### src/rtl/spike_rate_encoder_pkg.sv
// Shared constants, encodings and helpers for the spike rate encoder.
package snn_enc_pkg;

    localparam int unsigned LFSR_WIDTH = 16;
    localparam logic [LFSR_WIDTH-1:0] LFSR_TAPS = 16'hB400;
    localparam logic [LFSR_WIDTH-1:0] LFSR_SEED = 16'hACE1;

    // Per-step coding mode, sampled on every step.
    typedef enum logic {
        MODE_SD   = 1'b0,
        MODE_LFSR = 1'b1
    } enc_mode_e;

    // Load sequencer: filling the shadow bank, or one cycle of shadow->active commit.
    typedef enum logic {
        LOAD_FILL   = 1'b0,
        LOAD_COMMIT = 1'b1
    } load_state_e;

    // One step of the right-shifting Galois LFSR; a non-zero state never maps to zero.
    function automatic logic [LFSR_WIDTH-1:0] lfsr_advance(input logic [LFSR_WIDTH-1:0] s);
        return (s >> 1) ^ (s[0] ? LFSR_TAPS : '0);
    endfunction

    // Rotate left within the LFSR width; used to decorrelate channels sharing one LFSR.
    function automatic logic [LFSR_WIDTH-1:0] lfsr_rotl(input logic [LFSR_WIDTH-1:0] v,
                                                        input int unsigned r);
        int unsigned rr;
        rr = r % LFSR_WIDTH;
        if (rr == 0)
            return v;
        return (v << rr) | (v >> (LFSR_WIDTH - rr));
    endfunction

endpackage

### src/rtl/spike_rate_encoder_channel.sv
// One encoder channel: sigma-delta accumulator with carry-out spike, plus
// the comparator used for stochastic (LFSR) coding.
module spike_enc_channel
    import snn_enc_pkg::*;
#(
    parameter int unsigned VALUE_BITS = 8
) (
    input  logic                  clk,
    input  logic                  reset,
    input  logic [VALUE_BITS-1:0] value,
    input  logic [VALUE_BITS-1:0] rnd,
    input  logic                  mode,
    input  logic                  step,
    input  logic                  clear,
    output logic                  spike
);

    logic [VALUE_BITS-1:0] acc;
    logic [VALUE_BITS:0]   sum;
    enc_mode_e             cur_mode;

    // Decode the raw mode bit and form the widened accumulator sum.
    always_comb begin
        cur_mode = enc_mode_e'(mode);
        sum      = {1'b0, acc} + {1'b0, value};
    end

    // Spike this channel would emit if a step is taken now.
    always_comb begin
        if (cur_mode == MODE_LFSR)
            spike = (value > rnd);
        else
            spike = sum[VALUE_BITS];
    end

    // Accumulator advances only on sigma-delta steps; clear wins over step.
    always_ff @(posedge clk) begin
        if (reset)
            acc <= '0;
        else if (clear)
            acc <= '0;
        else if (step && (cur_mode == MODE_SD))
            acc <= sum[VALUE_BITS-1:0];
    end

endmodule

### src/rtl/spike_rate_encoder.sv
// Rate encoder front end: serial byte load into a shadow bank, atomic commit
// to the active bank, and one spike vector per step via sigma-delta or LFSR coding.
module spike_rate_encoder
    import snn_enc_pkg::*;
#(
    parameter int unsigned N_CHANNELS = 8,
    parameter int unsigned VALUE_BITS = 8
) (
    input  logic                  clk,
    input  logic                  reset,
    input  logic                  load_valid,
    input  logic [VALUE_BITS-1:0] load_data,
    output logic                  load_ready,
    input  logic                  step,
    input  logic                  mode,
    input  logic                  clear,
    output logic [N_CHANNELS-1:0] spikes_out,
    output logic                  spikes_valid,
    output logic                  period_done
);

    localparam int unsigned IDX_W = (N_CHANNELS > 1) ? $clog2(N_CHANNELS) : 1;

    logic [VALUE_BITS-1:0] shadow [N_CHANNELS];
    logic [VALUE_BITS-1:0] active [N_CHANNELS];
    logic [VALUE_BITS-1:0] rnd    [N_CHANNELS];
    logic [IDX_W-1:0]      load_idx;
    load_state_e           load_state;
    logic [LFSR_WIDTH-1:0] lfsr;
    logic [VALUE_BITS-1:0] step_cnt;
    logic [N_CHANNELS-1:0] spike_vec;
    logic                  accept;

    // Bytes are refused only during the commit cycle; clear also blocks acceptance.
    always_comb begin
        load_ready = (load_state == LOAD_FILL);
        accept     = load_valid && load_ready && !clear;
    end

    // Load sequencer: fill shadow by index, then spend one cycle copying it to active.
    always_ff @(posedge clk) begin
        if (reset) begin
            load_state <= LOAD_FILL;
            load_idx   <= '0;
            for (int unsigned i = 0; i < N_CHANNELS; i++) begin
                shadow[i] <= '0;
                active[i] <= '0;
            end
        end else if (clear) begin
            load_state <= LOAD_FILL;
            load_idx   <= '0;
        end else begin
            case (load_state)
                LOAD_FILL: begin
                    if (accept) begin
                        shadow[load_idx] <= load_data;
                        if (load_idx == IDX_W'(N_CHANNELS - 1)) begin
                            load_idx   <= '0;
                            load_state <= LOAD_COMMIT;
                        end else begin
                            load_idx <= load_idx + 1'b1;
                        end
                    end
                end
                LOAD_COMMIT: begin
                    for (int unsigned i = 0; i < N_CHANNELS; i++)
                        active[i] <= shadow[i];
                    load_state <= LOAD_FILL;
                end
                default: load_state <= LOAD_FILL;
            endcase
        end
    end

    // Per-channel encoders; each sees the shared LFSR rotated by 2*i.
    for (genvar g = 0; g < N_CHANNELS; g++) begin : g_ch
        logic [LFSR_WIDTH-1:0] rot;

        always_comb begin
            rot    = lfsr_rotl(lfsr, 2 * g);
            rnd[g] = rot[VALUE_BITS-1:0];
        end

        spike_enc_channel #(
            .VALUE_BITS(VALUE_BITS)
        ) u_ch (
            .clk   (clk),
            .reset (reset),
            .value (active[g]),
            .rnd   (rnd[g]),
            .mode  (mode),
            .step  (step),
            .clear (clear),
            .spike (spike_vec[g])
        );
    end

    // Step sequencing: register the spike vector, advance LFSR and period counter.
    always_ff @(posedge clk) begin
        if (reset) begin
            lfsr         <= LFSR_SEED;
            step_cnt     <= '0;
            spikes_out   <= '0;
            spikes_valid <= 1'b0;
            period_done  <= 1'b0;
        end else if (clear) begin
            lfsr         <= LFSR_SEED;
            step_cnt     <= '0;
            spikes_valid <= 1'b0;
            period_done  <= 1'b0;
        end else if (step) begin
            spikes_out   <= spike_vec;
            spikes_valid <= 1'b1;
            period_done  <= (step_cnt == '1);
            step_cnt     <= step_cnt + 1'b1;
            lfsr         <= lfsr_advance(lfsr);
        end else begin
            spikes_valid <= 1'b0;
            period_done  <= 1'b0;
        end
    end

endmodule
### config.mk
export PLATFORM = sky130hd
export DESIGN_NAME = spike_rate_encoder
export DESIGN_NICKNAME = d
export VERILOG_FILES = /design/src/rtl/spike_rate_encoder_pkg.sv /design/src/rtl/spike_rate_encoder_channel.sv /design/src/rtl/spike_rate_encoder.sv
export SDC_FILE = /design/constraint.sdc
export NUM_CORES = 1
export LEC_CHECK = 0
export BUFFER_PORTS_ARGS = -buffer_cell sky130_fd_sc_hd__buf_2
export CORE_MARGIN = 5
export CORE_UTILIZATION = 60
export DETAILED_ROUTE_END_ITERATION = 8
export GPL_ROUTABILITY_DRIVEN = 0
export GPL_TIMING_DRIVEN = 0
export PLACE_DENSITY = 0.89
export SETUP_SLACK_MARGIN = 0.05
export SLEW_MARGIN = 30
export SYNTH_ARGS = -nofsm -noshare
export SYNTH_HDL_FRONTEND = slang
export SYNTH_SLANG_ARGS = --single-unit
### constraint.sdc
create_clock -name clk -period 6.37 [get_ports clk]
set_input_delay 0.3185 -clock clk [delete_from_list [all_inputs] [get_ports clk]]
set_output_delay 0.3185 -clock clk [all_outputs]
set_load 0.03 [all_outputs]
==> impl_metrics.tcl <==
set metrics [dict create \
    arrival_ps 2610 \
    dieWidth_um 155 \
    htreeDepth 1 \
    synth-seq-area-share 0.469 \
    hold_class "in2reg" \
    maxCapViolations 0 \
    combPwrFrac 0.086 \
    cts_hold_buf 0 \
    max_clock_freq_mhz 444 \
    drt_pre_antenna_iters 5 \
    cp.required_ps 6730 \
    clockBufferDepth 3 \
    post-cts-setup-buffers 0 \
    core_area_um2 20400 \
    synth.distinct_cells 50 \
    numCtsBuffers 24 \
    ir_drop_v 0.000170 \
    synth_common_cells "ha_1, edfxtp_1, dfxtp_1" \
    cts_tree "yes" \
    setup_violations 0 \
    finalMaxSlewViolations 0 \
    grt_antenna_before_repair 0 \
    finalHoldViolations 0 \
    yosysTopAreaCellShare 0.306 \
    grt_pass1_wl_um 51100 \
    ff_latch_area_um2 5890 \
    fill_cells 1442 \
    layout-drive-gt1-share 0.0837 \
    yosysTopAreaCell "edfxtp_1" \
    die-area_um2 23900 \
    ys_ff_latch 230 \
    fin_skew_ps 11.9 \
    rsz0062_at_grt "no" \
    dp_hpwl_um 23700 \
    vias_per_cell 6.37 \
    io_buffers 21 \
    die_y_um 155 \
    leakagePower_nw 5.67 \
    critPathMaxFanout 3 \
    swShare 0.243 \
    drt-wirelength-per-cell_um 21.1 \
    drt_iter0_drc 980 \
    internal-power_w 0.00250 \
    total_power_w 0.00331 \
    yosysWarnings 0 \
    first_global_vias 9590 \
    row_count 52 \
    startpoint_type "flip-flop" \
    crit_path_end_kind "flip-flop" \
    dr_total_vias 9863 \
    antenna_left 0 \
    cts_sinks 230 \
    relSlewSlack 0.410 \
    ctsResizeCount 0 \
    worstSkewPairLatency_ps 520 \
    syn-cell-area_um2 12500 \
    synth_nets 1365 \
    grt.total_usage 0.270 \
    wirelength_um 32600 \
    synth_cells 1212 \
    areaGrowthSynthToFinish_pct 9.90 \
    start_util 0.614 \
    worst-slew-pin-transition_ps 885 \
    seq_power_share 0.498 \
    diodes 0 \
    path_class "reg2reg" \
    ios 25 \
    synth_area_leaders "edfxtp_1, dfxtp_1, ha_1" \
    switchingPower_w 0.000805 \
    synth_edf_count 128 \
    powerDensity_nw_per_um2 240 \
    overflow 0 \
    syn_area_per_cell_um2 10.3 \
    post-synth-top-count-cell "ha_1" \
    synthArstFlopShare 0 \
    fin_tns_setup_ps 0 \
    drc_errors 0 \
    nets 1413 \
    post-route-min-period_ps 2250 \
    grt_max_degree 34 \
    min_period_over_period 0.353 \
    multiInputGateArea_um2 6270 \
    ys.flop_type "edfxtp_1" \
    power.share.clock 0.416 \
    status "complete, no violations" \
    cts.reportedPaths.clkPinSlew_ps 60 \
    cts_root_buffer "clkbuf_16" \
]
[through the flow]
stage / hold WS (ps) / setup slack, ps / area (um^2) / utilization / std cells
final: 137 / 4120 / 13800 / 0.675 / 1548
after global routing: 129 / 3980 / 13800 / 0.675 / 1548
after CTS: 129 / 4150 / 13800 / 0.675 / 1548
after detailed placement: 450 / 3890 / 13000 / 0.637 / 1504
after global placement: 442 / 3190 / 13000 / 0.636 / 1503
after floorplan: 427 / 3900 / 12500 / - / 1212
[state kept, by name, summed over array words and instances, names as in the netlist, 3 cells and up]
register	count
g_ch.u_ch.acc	64
step_cnt	8
spikes_out	8
shadow	64
load_idx	3
g_ch.rot	16
active	64
[worst paths after layout]
| check | from | cells after the start | slack, ps | end |
|---|---|---|---|---|
| worst max-delay path | active[1][16] | 7 | 4120 | spikes_out[6] |
| worst min register to register | step_cnt[7] | 2 | 450 | period_done |
| worst min-delay path | reset | 2 | 140 | active[1][16] |
| worst max register to register | active[1][16] | 7 | 4120 | spikes_out[6] |
[power groups by stage]
stage / clock [W] / combinational (W) / sequential [W]
finish: 0.00138 / 0.000284 / 0.00165
detailed placement: 0 / 0.000271 / 0.00168
global placement: 0 / 0.000257 / 0.00168
floorplan: 0 / 0.000180 / 0.00167
CTS: 0.00138 / 0.000276 / 0.00165
global route: 0.00145 / 0.000308 / 0.00165
[layout make-up]
type | instances | area share
multi-input combinational | 889 | 0.455
sequential | 230 | 0.427
clock buffer | 31 | 0.0470
tap | 270 | 0.0245
buffer | 50 | 0.0168
inverter | 43 | 0.0117
timing repair buffer | 22 | 0.00908
clock inverter | 13 | 0.00890
[routing by layer]
layer	GRT usage	up-vias	wire, um
li1	-	4605	-
met1	0.357	4563	12800
met2	0.422	544	14400
met3	0.0481	151	3380
met4	0.151	0	2000
met5	0	-	0
[critical path: stages, from the launching register on]
cell and delay [ps]:
edfxtp_1 400, ha_1 270, fa_1 450, a211oi_1 300
nor2_1 130, o21a_1 220, o21ai_0 200, a311oi_1 120
[layout by cell type, fill, tap and decap left out, drive strengths merged, types with 6 or more instances in the layout]
cell type / count
nand2: 100
o311ai: 11
nor4: 14
edfxtp: 128
a21o: 17
a21oi: 93
a211oi: 49
nor2b: 25
a311oi: 8
nor2: 101
or2: 9
xnor2: 12
o21a: 13
o21bai: 7
and2: 64
a221o: 7
o2111a: 7
or3: 18
mux2i: 14
ha: 131
clkinvlp: 6
o31ai: 8
o211ai: 17
buf: 52
inv: 43
fa: 8
clkbuf: 51
nand4: 20
dfxtp: 102
o21ai: 46
and3: 48
and4: 13
[logic make-up (layout without fill, tap and decap cells)]
kind of cell / Yosys count / in the layout / synth area share
and+or+nand+nor: 432 / 432 / 0.183
AOI/OAI and AO/OA: 287 / 287 / 0.150
DFF: 230 / 230 / 0.469
adders and majority gates: 139 / 139 / 0.143
buffers and inverters: 93 / 159 / 0.0313
xor gates and xnor gates: 17 / 17 / 0.0119
muxes: 14 / 14 / 0.0112
No activity file was read; power rests on OpenSTA's default activity.
